`src/rtl/lexicase_selector_if.sv`:
```
// Handshake and control bundle for the lexicase selector. The DUT takes the
// slave view; the upstream evaluator / parent-selection side takes master.
interface lexicase_selector_if #(
  parameter int unsigned POP_SIZE  = 8,
  parameter int unsigned NUM_CASES = 16
);
  localparam int unsigned IdxW = (POP_SIZE > 1) ? $clog2(POP_SIZE) : 1;
  localparam int unsigned OffW = (NUM_CASES > 1) ? $clog2(NUM_CASES) : 1;
  localparam int unsigned FitW = $clog2(NUM_CASES + 1);

  // Row load channel
  logic                 in_valid;
  logic                 in_ready;
  logic [NUM_CASES-1:0] in_hits;
  logic                 in_last;
  // Control
  logic                 clear;
  logic                 start;
  logic                 fix_en;
  logic [OffW-1:0]      fix_offset;
  logic                 busy;
  // Result channel
  logic                 sel_valid;
  logic                 sel_ready;
  logic [IdxW-1:0]      sel_index;
  logic [FitW-1:0]      sel_fitness;

  modport master (
    output in_valid, in_hits, in_last, clear, start, fix_en, fix_offset, sel_ready,
    input  in_ready, busy, sel_valid, sel_index, sel_fitness
  );

  modport slave (
    input  in_valid, in_hits, in_last, clear, start, fix_en, fix_offset, sel_ready,
    output in_ready, busy, sel_valid, sel_index, sel_fitness
  );
endinterface

```
`src/rtl/lexicase_selector.sv`:
```
// Lexicase parent selector. Stores up to POP_SIZE hit rows, then on each start
// walks the test cases one per cycle from a random (or forced) offset,
// narrowing the candidate set to rows that pass each case. Cases that no
// remaining candidate passes are skipped. The lowest surviving index wins.
module lexicase_selector #(
  parameter int unsigned POP_SIZE  = 8,
  parameter int unsigned NUM_CASES = 16,
  parameter logic [15:0] LFSR_SEED = 16'hACE1
) (
  input logic                clk,
  input logic                rst,
  lexicase_selector_if.slave bus
);

  localparam int unsigned IdxW = (POP_SIZE > 1) ? $clog2(POP_SIZE) : 1;
  localparam int unsigned CntW = $clog2(POP_SIZE + 1);
  localparam int unsigned OffW = (NUM_CASES > 1) ? $clog2(NUM_CASES) : 1;
  localparam int unsigned FitW = $clog2(NUM_CASES + 1);

  typedef enum logic [2:0] {
    StIdle,
    StLoad,
    StReady,
    StFilter,
    StOut
  } state_e;

  state_e               r_state;
  logic [CntW-1:0]      r_count;
  logic [NUM_CASES-1:0] r_slot [POP_SIZE];
  logic [POP_SIZE-1:0]  r_cand;
  logic [OffW-1:0]      r_offset;
  logic [OffW-1:0]      r_k;
  logic [15:0]          r_lfsr;
  logic                 r_busy;
  logic                 r_sel_valid;
  logic [IdxW-1:0]      r_sel_index;
  logic [FitW-1:0]      r_sel_fitness;

  logic                 w_accept;
  logic                 w_load_done;
  logic [CntW-1:0]      w_count_inc;
  logic [15:0]          w_lfsr_next;
  logic [OffW-1:0]      w_start_offset;
  logic [OffW:0]        w_case_sum;
  logic [OffW-1:0]      w_case;
  logic [OffW-1:0]      w_bit_pos;
  logic [POP_SIZE-1:0]  w_column;
  logic [POP_SIZE-1:0]  w_pass;
  logic [POP_SIZE-1:0]  w_cand_next;
  logic [POP_SIZE-1:0]  w_init_cand;
  logic                 w_one_hot;
  logic                 w_last_case;
  logic [IdxW-1:0]      w_win;
  logic [FitW-1:0]      w_fit;

  assign bus.in_ready    = (r_state == StIdle) || (r_state == StLoad);
  assign bus.busy        = r_busy;
  assign bus.sel_valid   = r_sel_valid;
  assign bus.sel_index   = r_sel_index;
  assign bus.sel_fitness = r_sel_fitness;

  assign w_accept    = bus.in_valid && bus.in_ready && !bus.clear;
  assign w_count_inc = r_count + CntW'(1);
  assign w_load_done = bus.in_last || (w_count_inc == CntW'(POP_SIZE));

  // Galois LFSR, x^16+x^14+x^13+x^11+1, right-shifting form
  assign w_lfsr_next = r_lfsr[0] ? ((r_lfsr >> 1) ^ 16'hB400) : (r_lfsr >> 1);

  // Starting case for a new selection
  always_comb begin
    w_start_offset = '0;
    if (bus.fix_en) begin
      w_start_offset = bus.fix_offset;
    end else begin
      w_start_offset = OffW'(32'(r_lfsr) % NUM_CASES);
    end
  end

  // Current case index with wrap, and its bit position in a row
  always_comb begin
    w_case_sum = {1'b0, r_offset} + {1'b0, r_k};
    w_case     = '0;
    if (w_case_sum >= (OffW + 1)'(NUM_CASES)) begin
      w_case = OffW'(w_case_sum - (OffW + 1)'(NUM_CASES));
    end else begin
      w_case = OffW'(w_case_sum);
    end
    // Case j lives at bit NUM_CASES-1-j
    w_bit_pos = OffW'(NUM_CASES - 1) - w_case;
  end

  // Column of hits for the current case and the narrowed candidate set
  always_comb begin
    w_column    = '0;
    w_init_cand = '0;
    for (int i = 0; i < POP_SIZE; i++) begin
      w_column[i]    = r_slot[i][w_bit_pos];
      w_init_cand[i] = (CntW'(i) < r_count);
    end
    w_pass      = r_cand & w_column;
    w_cand_next = (|w_pass) ? w_pass : r_cand;
    w_one_hot   = (w_cand_next != '0) && ((w_cand_next & (w_cand_next - 1'b1)) == '0);
    w_last_case = (r_k == OffW'(NUM_CASES - 1));
  end

  // Lowest surviving index and the popcount of its row
  always_comb begin
    w_win = '0;
    for (int i = POP_SIZE - 1; i >= 0; i--) begin
      if (w_cand_next[i]) begin
        w_win = IdxW'(i);
      end
    end
    w_fit = '0;
    for (int b = 0; b < NUM_CASES; b++) begin
      w_fit = w_fit + FitW'(r_slot[w_win][b]);
    end
  end

  // Row storage; contents only matter below r_count so no reset is needed
  always_ff @(posedge clk) begin
    if (rst && w_accept) begin
      r_slot[r_count[IdxW-1:0]] <= bus.in_hits;
    end
  end

  // Control FSM, LFSR and registered result outputs
  always_ff @(posedge clk) begin
    if (!rst) begin
      r_state       <= StIdle;
      r_count       <= '0;
      r_cand        <= '0;
      r_offset      <= '0;
      r_k           <= '0;
      r_lfsr        <= LFSR_SEED;
      r_busy        <= 1'b0;
      r_sel_valid   <= 1'b0;
      r_sel_index   <= '0;
      r_sel_fitness <= '0;
    end else begin
      r_lfsr <= w_lfsr_next;
      if (bus.clear) begin
        r_state     <= StIdle;
        r_count     <= '0;
        r_cand      <= '0;
        r_busy      <= 1'b0;
        r_sel_valid <= 1'b0;
      end else begin
        case (r_state)
          StIdle, StLoad: begin
            if (w_accept) begin
              r_count <= w_count_inc;
              r_state <= w_load_done ? StReady : StLoad;
            end
          end
          StReady: begin
            if (bus.start) begin
              r_offset <= w_start_offset;
              r_cand   <= w_init_cand;
              r_k      <= '0;
              r_busy   <= 1'b1;
              r_state  <= StFilter;
            end
          end
          StFilter: begin
            r_cand <= w_cand_next;
            r_k    <= r_k + OffW'(1);
            if (w_one_hot || w_last_case) begin
              r_sel_index   <= w_win;
              r_sel_fitness <= w_fit;
              r_sel_valid   <= 1'b1;
              r_busy        <= 1'b0;
              r_state       <= StOut;
            end
          end
          StOut: begin
            if (bus.sel_ready) begin
              r_sel_valid <= 1'b0;
              r_state     <= StReady;
            end
          end
          default: begin
            r_state <= StIdle;
          end
        endcase
      end
    end
  end

endmodule
```
`src/flat_wrapper.sv`:
```
// flat-port wrapper written by rule: the top's interface ports become plain ports
module lexicase_selector_flat 
#(
  parameter int unsigned POP_SIZE  = 8,
  parameter int unsigned NUM_CASES = 16,
  parameter logic [15:0] LFSR_SEED = 16'hACE1
)
  (clk, rst, bus_in_valid, bus_in_hits, bus_in_last, bus_clear, bus_start, bus_fix_en, bus_fix_offset, bus_sel_ready, bus_in_ready, bus_busy, bus_sel_valid, bus_sel_index, bus_sel_fitness);
  lexicase_selector_if #(.POP_SIZE(POP_SIZE), .NUM_CASES(NUM_CASES)) bus_i ();
  input logic clk;
  input logic rst;
  input wire logic [$bits(bus_i.in_valid)-1:0] bus_in_valid;
  input wire logic [$bits(bus_i.in_hits)-1:0] bus_in_hits;
  input wire logic [$bits(bus_i.in_last)-1:0] bus_in_last;
  input wire logic [$bits(bus_i.clear)-1:0] bus_clear;
  input wire logic [$bits(bus_i.start)-1:0] bus_start;
  input wire logic [$bits(bus_i.fix_en)-1:0] bus_fix_en;
  input wire logic [$bits(bus_i.fix_offset)-1:0] bus_fix_offset;
  input wire logic [$bits(bus_i.sel_ready)-1:0] bus_sel_ready;
  output wire logic [$bits(bus_i.in_ready)-1:0] bus_in_ready;
  output wire logic [$bits(bus_i.busy)-1:0] bus_busy;
  output wire logic [$bits(bus_i.sel_valid)-1:0] bus_sel_valid;
  output wire logic [$bits(bus_i.sel_index)-1:0] bus_sel_index;
  output wire logic [$bits(bus_i.sel_fitness)-1:0] bus_sel_fitness;
  assign bus_i.in_valid = bus_in_valid;
  assign bus_i.in_hits = bus_in_hits;
  assign bus_i.in_last = bus_in_last;
  assign bus_i.clear = bus_clear;
  assign bus_i.start = bus_start;
  assign bus_i.fix_en = bus_fix_en;
  assign bus_i.fix_offset = bus_fix_offset;
  assign bus_i.sel_ready = bus_sel_ready;
  assign bus_in_ready = bus_i.in_ready;
  assign bus_busy = bus_i.busy;
  assign bus_sel_valid = bus_i.sel_valid;
  assign bus_sel_index = bus_i.sel_index;
  assign bus_sel_fitness = bus_i.sel_fitness;
  lexicase_selector #(.POP_SIZE(POP_SIZE), .NUM_CASES(NUM_CASES), .LFSR_SEED(LFSR_SEED)) u_core (.clk(clk), .rst(rst), .bus(bus_i));
endmodule
```
`config.mk`:
```
export PLATFORM = sky130hd
export DESIGN_NAME = lexicase_selector_flat
export DESIGN_NICKNAME = d
export VERILOG_FILES = /design/src/rtl/lexicase_selector_if.sv /design/src/rtl/lexicase_selector.sv /design/src/flat_wrapper.sv
export SDC_FILE = /design/constraint.sdc
export NUM_CORES = 1
export LEC_CHECK = 0
export ABC_AREA = 1
export CAP_MARGIN = 20
export CORE_UTILIZATION = 60
export CTS_CLUSTER_DIAMETER = 30
export DETAILED_ROUTE_END_ITERATION = 7
export PLACE_DENSITY = 0.8
export REMOVE_ABC_BUFFERS = 1
export SYNTH_ARGS = -nofsm -noshare
export SYNTH_HDL_FRONTEND = slang
export SYNTH_SLANG_ARGS = --single-unit
```
`constraint.sdc`:
```
create_clock -name clk -period 8.9 [get_ports clk]
set_clock_uncertainty 0.15 [all_clocks]
set_input_delay 2.67 -clock clk [delete_from_list [all_inputs] [get_ports clk]]
set_output_delay 2.67 -clock clk [all_outputs]
set_load 0.02 [all_outputs]
```
# Word level (Yosys, flattened, before mapping)
# Memories as Yosys holds them, arrays and structs flattened.
# Cells that the tools add are included.
dict set report op_classes {
  add_sub_neg 21
  order_cmp 10
  eq_ne 10
  mux 46
  n_bitwise 5
  n_reduce_logical 24
}
# operator count
set ops {}
lappend ops {{5-bit by 1-bit adder with 5-bit output} 14}
lappend ops {{3-bit 2-to-1 mux} 12}
lappend ops {{1-bit binary-select mux with 4-bit select} 8}
lappend ops {{8-bit AND} 2}
lappend ops {{3-bit by 4-bit < comparator with 1-bit output, first input constant} 4}
lappend ops {{16-bit 2-to-1 mux} 1}
lappend ops {{8-bit 2-to-1 mux} 2}
lappend ops {{8-bit one-hot mux with 2 select lines} 1}
lappend ops {{3-bit AND reduction} 5}
lappend ops {{1-bit 2-to-1 mux} 14}
lappend ops {{4-bit 2-to-1 mux} 3}
lappend ops {{3-bit one-hot mux with 4 select lines} 1}
lappend ops {{4-bit by 1-bit adder with 4-bit output, second input constant} 2}
lappend ops {{4-bit equality test, second input constant} 2}
lappend ops {{8-bit logical NOT} 1}
lappend ops {{1-bit by 4-bit < comparator with 1-bit output, first input constant} 2}
lappend ops {{2-bit by 4-bit < comparator with 1-bit output, first input constant} 2}
lappend ops {{4-bit one-hot mux with 2 select lines} 1}
lappend ops {{8-bit nonzero test} 1}
lappend ops {{8-bit OR reduction} 1}
lappend ops {{8-bit by 1-bit subtractor with 8-bit output, second input constant} 1}
lappend ops {{3-bit by 2-bit equality test with 1-bit output, second input constant} 2}
lappend ops {{4-bit by 4-bit adder with 5-bit output} 1}
lappend ops {{5-bit greater-or-equal comparator, second input constant} 1}
lappend ops {{20 further kinds} 32}
dict set report totals {
  ff_bits 49
  ramBits 128
  in_bits 28
  out_inout_bits 11
  wordCells 127
  mem_count 1
}
# name depth width read_ports rd_clocked_by_memory_dff wr line_no
set memory_table {}
lappend memory_table {u_core.r_slot 8 16 9 0 1 lexicase_selector.sv:30} ;# logic [NUM_CASES-1:0] r_slot [POP_SIZE];

# Depth between registers and ports, before layout
# Gate-level depths: netlist of run 1.
# An unclocked memory read counts as a cell.
dict set report depth {
  word_depth 33
  depth_mapped 41
}

# Least setup slack after synthesis of run 1
# No wires, ideal clock.
dict set report synth_timing {
  path_type {flip-flop to flip-flop}
  startpoint {reg u_core.r_k[0]}
  endpoint {reg u_core.r_sel_fitness[1], in the netlist u_core.bus.sel_fitness[1]}
  setup_ns 0.064
  arrival_time_ns 6.638
  slack_ns 2.048
  path_stages_with_launch 37
  period_less_slack_ns 6.852
  path_cell_list {dfxtp_1 ha_1 fa_1 buf_2 inv_2 buf_2 nand3_1 nand2_1 nand2_1 nand2_1 nand2_1 nand3_1 nand2_1 nor2_4 nand2_1 o21ai_2 nor2_1 nand2_1 a21oi_4 inv_2 clkbuf_1 nand3_1 nand3_1 nand2_1 ha_1 fa_1 fa_1 fa_1 inv_1 fa_1 inv_1 fa_1 inv_1 fa_1 nand3_1 nand2_1 nor2_1}
}
dict set report synth_via {
  elab_chain_cells 33
}
# item line_no
set synth_lines {}
lappend synth_lines {{start: declaration} lexicase_selector.sv:33} ;# logic [OffW-1:0] r_k;
lappend synth_lines {{start signal: assignment} lexicase_selector.sv:168} ;# r_k <= r_k + OffW'(1);
lappend synth_lines {{4-bit by 4-bit adder with 5-bit output} lexicase_selector.sv:82} ;# w_case_sum = {1'b0, r_offset} + {1'b0, r_k};
lappend synth_lines {{4-bit by 1-bit subtractor with 4-bit output or 5-bit greater-or-equal comparator (tied branches)} {lexicase_selector.sv:85, lexicase_selector.sv:84}}
lappend synth_lines {{4-bit 2-to-1 mux} lexicase_selector.sv:84} ;# if (w_case_sum >= (OffW + 1)'(NUM_CASES)) begin
lappend synth_lines {{4-bit subtractor} lexicase_selector.sv:90} ;# w_bit_pos = OffW'(NUM_CASES - 1) - w_case;
lappend synth_lines {{1-bit binary-select mux with 4-bit select} lexicase_selector.sv:98} ;# w_column[i] = r_slot[i][w_bit_pos];
lappend synth_lines {{1-bit 2-to-1 mux (not written as such)} lexicase_selector.sv:98}
lappend synth_lines {{8-bit AND} lexicase_selector.sv:101} ;# w_pass = r_cand & w_column;
lappend synth_lines {{8-bit OR reduction} lexicase_selector.sv:102} ;# w_cand_next = (|w_pass) ? w_pass : r_cand;
lappend synth_lines {{8-bit 2-to-1 mux} lexicase_selector.sv:102}
lappend synth_lines {{3-bit 2-to-1 mux (8 in series)} lexicase_selector.sv:111} ;# if (w_cand_next[i]) begin
lappend synth_lines {{memory 8 x 16 bit} --}
lappend synth_lines {{1-bit by 1-bit adder with 2-bit output} lexicase_selector.sv:117} ;# w_fit = w_fit + FitW'(r_slot[w_win][b]);
lappend synth_lines {{5-bit by 1-bit adder with 5-bit output (14 in series)} lexicase_selector.sv:117}
lappend synth_lines {{end signal: assignment} lexicase_selector.sv:171} ;# r_sel_fitness <= w_fit;
lappend synth_lines {{end: declaration} lexicase_selector.sv:38} ;# logic [FitW-1:0] r_sel_fitness;
# Parallel ways exist; a longest one is shown, timed or not. The select of a mux whose other input is x is not followed.
# A chain may end at the register's enable or synchronous reset.

# Final worst setup path of run 1
dict set report layout_timing {
  startpoint {reg u_core.r_k[0]}
  endpoint {reg u_core.r_sel_fitness[3], in the netlist u_core.bus.sel_fitness[3]}
}
# The elaborated chain is that of the path after synthesis.

==> results of run 1 <==
[per-stage QoR]
| stage | setup slack, ps | hold WS (ps) | total power [uW] |
|---|---|---|---|
| floorplan | 116 | 240 | 1050 |
| global placement | 977 | 243 | 1110 |
| detailed placement | 906 | 252 | 1110 |
| CTS | 864 | 267 | 1800 |
| global route | 219 | 281 | 1860 |
| finish | 783 | 266 | 1800 |
[flip-flops by register name, indices dropped and copies added, names as in the netlist, 3 cells and up]
name,count
u_core.r_cand,8
u_core.bus.sel_fitness,5
u_core.r_slot,128
u_core.r_lfsr,16
u_core.r_count,4
u_core.r_k,4
u_core.bus.sel_index,3
u_core.r_state,3
u_core.r_offset,4
[metal layers]
| layer | GRT usage | wire length, um |
|---|---|---|
| met1 | 0.401 | 9960 |
| met2 | 0.483 | 10900 |
| met3 | 0.0645 | 2120 |
| met4 | 0.167 | 912 |
| met5 | 0 | 0 |
[worst max-delay path: cells and delay by family (launching register included)]
kind                       cells  cell delay (ps)
adders and majority gates      8             3620
AOI/OAI and AO/OA              3              560
buffers and inverters          5             1150
DFF                            1              410
xor gates and xnor gates       1              130
and+or+nand+nor               21             1990
[power by group through the flow]
stage	combinational [uW]	clock (uW)	sequential, uW
after CTS	199	704	897
final	199	700	897
after global placement	194	0	915
after detailed placement	197	0	915
after global routing	227	734	897
after floorplan	137	0	914
[cells in the final DEF (no fill, tap or decap), drive strengths merged]
cell           instances
o21ai                 21
or2                    4
a221oi                 2
buf                   18
o31ai                  1
clkdlybuf4s50         38
a21oi                 31
inv                   89
xnor2                  6
clkbuf                17
edfxtp               128
nand3b                 3
nand3                246
nand2                419
nor2                  36
nor3                   6
o21bai                 1
dfxtp                 49
fa                    11
a211oi                 1
clkinv                 5
o311ai                 1
o21a                   1
ha                    11
nand4                  1
xor2                   2
a31oi                  6
[cell families (layout without fill, tap and decap cells)]
logic type	count (synthesis)	count (layout)
compound gates	65	65
fa+ha+maj	22	22
xor+xnor	8	8
simple gates	715	715
flops	177	177
buf+inv	137	167
[final cells by class]
class,instances,area (um2),share of cell area
clock buffer,17,425,0.0411
clock inverter,15,118,0.0114
inverter,79,297,0.0287
multi-input combinational,810,3930,0.380
tap,188,235,0.0227
timing repair buffer,56,515,0.0498
sequential,177,4820,0.466
[how the worst max path moves through the flow]
stage                             start                         to  slack (ps)  cells past startpoint
after global routing      u_core.r_k[0]  u_core.bus.sel_fitness[3]         220                     38
after floorplan           u_core.r_k[0]  u_core.bus.sel_fitness[1]         120                     37
final                     u_core.r_k[0]  u_core.bus.sel_fitness[3]         780                     38
after detailed placement  u_core.r_k[0]  u_core.bus.sel_fitness[4]         910                     38
after CTS                 u_core.r_k[0]  u_core.bus.sel_fitness[3]         860                     38
after global placement    u_core.r_k[0]  u_core.bus.sel_fitness[1]         980                     37
[Yosys cell counts, types with 11 or more instances]
master	n
nor2_1	32
o21ai_0	19
a21oi_1	30
clkbuf_1	16
edfxtp_1	128
inv_1	73
ha_1	11
buf_2	28
nand3_1	239
fa_1	11
dfxtp_1	49
nand2_1	415
==> key figures, run 1 <==
Final layout
  • Final #Nets: 1191
  • Layout cells sized above 1: 0.0711
  • Area grow syn2layout: 10.3%
  • Fin area: 10300 um2
  • FILL cells: 1240
  • Inserted Diodes: 0
  • Post-layout util: 0.681
  • Finished Layout Cells: 1342

Yosys
  • Simple-gate share of the synthesized area: 0.331
  • Synth Area in Compound Gates: 0.0393
  • Top FF cell, synth: edfxtp_1
  • Area contributors post-synth: edfxtp_1, nand2_1, nand3_1
  • Area leader, netlist: edfxtp_1
  • Synth top area share: 0.410
  • YS warnings: 0
  • Largest family of logic cells by synthesized area: simple AND/OR/NAND/NOR gates
  • Sequential area share after synthesis: 0.514
  • Synth Register Bits: 177
  • Synth Area in Adders: 0.0381
  • Syn Area/Cell: 8.35 um2
  • Asr flop ratio synth: 0
  • Post-Synth XOR/XNOR Area: 0.00827
  • Library cells used by synthesis: 43
  • Post-Syn Instances: 1124
  • Mapped Area: 9380 um2
  • Mux contribution to synthesized area: 0
  • Number of synthesized flops with an enable pin: 128

Worst hold path
  • Hold depth: 2
  • Min-Delay Path Class: flop to flop
  • Worst Hold End: u_core.r_lfsr[3]
  • Hold path startpoint: u_core.r_lfsr[4]

Worst setup path
  • Critical path arrival: 8320 ps
  • Critical path required time: 9110 ps
  • WS Path Type: flop to flop
  • Reg-to-Reg End: u_core.bus.sel_fitness[3]
  • R2R cell count: 38
  • CP most frequent cell: nand2_1
  • CP max stage cell: fa_1
  • Reg2reg start: u_core.r_k[0]
  • CP Capture Type: flop
  • Reg2Reg Setup Slack: 780 ps
  • Crit Path Max Fanout: 41
  • Critical Path Start Type: flop
  • CP peak stage delay: 610 ps

Timing
  • RSZ-0062 raised after global routing: false
  • Setup TNS: 0 ps
  • Max-Slew Margin vs Limit: 0.334
  • Final Hold Vio Count: 0
  • Final-report max-slew violation count: 0
  • Fmax: 123 MHz
  • Final setup violation count: 0
  • Worst slew pin tran: 996 ps
  • Period minus WS final: 8120 ps
  • Period Utilization, post-route: 0.912

Job
  • Max_cap viols: 0

Floorplan
  • FP Rows: 45
  • Io pins: 39
  • Total die area: 16100 um2
  • Core ar.: 15200 um2
  • Initial core utilization: 0.617
  • Die width: 127 um
  • Die height: 127 um

Power
  • Clock network power share: 0.390
  • Sequential cell fraction of total power: 0.500
  • Leakage: 0.00437 uW
  • Cell Pwr Density: 174 nW/um2
  • Pint: 1340 uW
  • Switch Pwr: 457 uW
  • Part of the power in combinational logic: 0.111
  • Switching share of power: 0.255
  • Worst vdd ir: 0.146 mV

Drt
  • Routed WL per cell: 17.8 um
  • Initial DRC Count: 905
  • WL final: 23900 um
  • DRC viols: 0
  • Vias: 7913
  • Detail Route Antenna Nets: 0
  • Router iterations before antenna repair: 5
  • DR vias/cell: 5.90

Global route
  • Gr usage total: 0.307
  • Pin count of the biggest net entering global routing: 65
  • Initial antenna violation count: 0
  • First-pass GRT wire length: 37500 um
  • Total grt overflow: 0
  • Vias in the first global route: 7294

Clock network
  • Setup bufs post-CTS: 0
  • Clock sink total: 177
  • Worst-path clk slew: 70 ps
  • Post-CTS Hold Buffers: 0
  • CTS resizes: 0
  • H-tree levels: 4
  • Clock latency on the worst-skew pair: 430 ps
  • Clock Tree Buf Depth: 2
  • CTS tree: done
  • Root Buffer: clkbuf_16
  • CTS buffer count: 17

Placed design
  • Port Buffers: 38
  • Detail Placement HPWL: 15900 um
  • GPL Wtd Cong: 0.990
  • Placed cell count: 1310
  • DP Area: 9800 um2

Outcome
  • Status: finished, final reports clean
Note: power is estimated with default switching activity, not from simulation.
==> run 2, diff against run 1 <==
Settings changed: CTS_CLUSTER_SIZE set to 40.
==> results of run 2 <==
Final layout, timing and power as in run 1 (identical DEF).
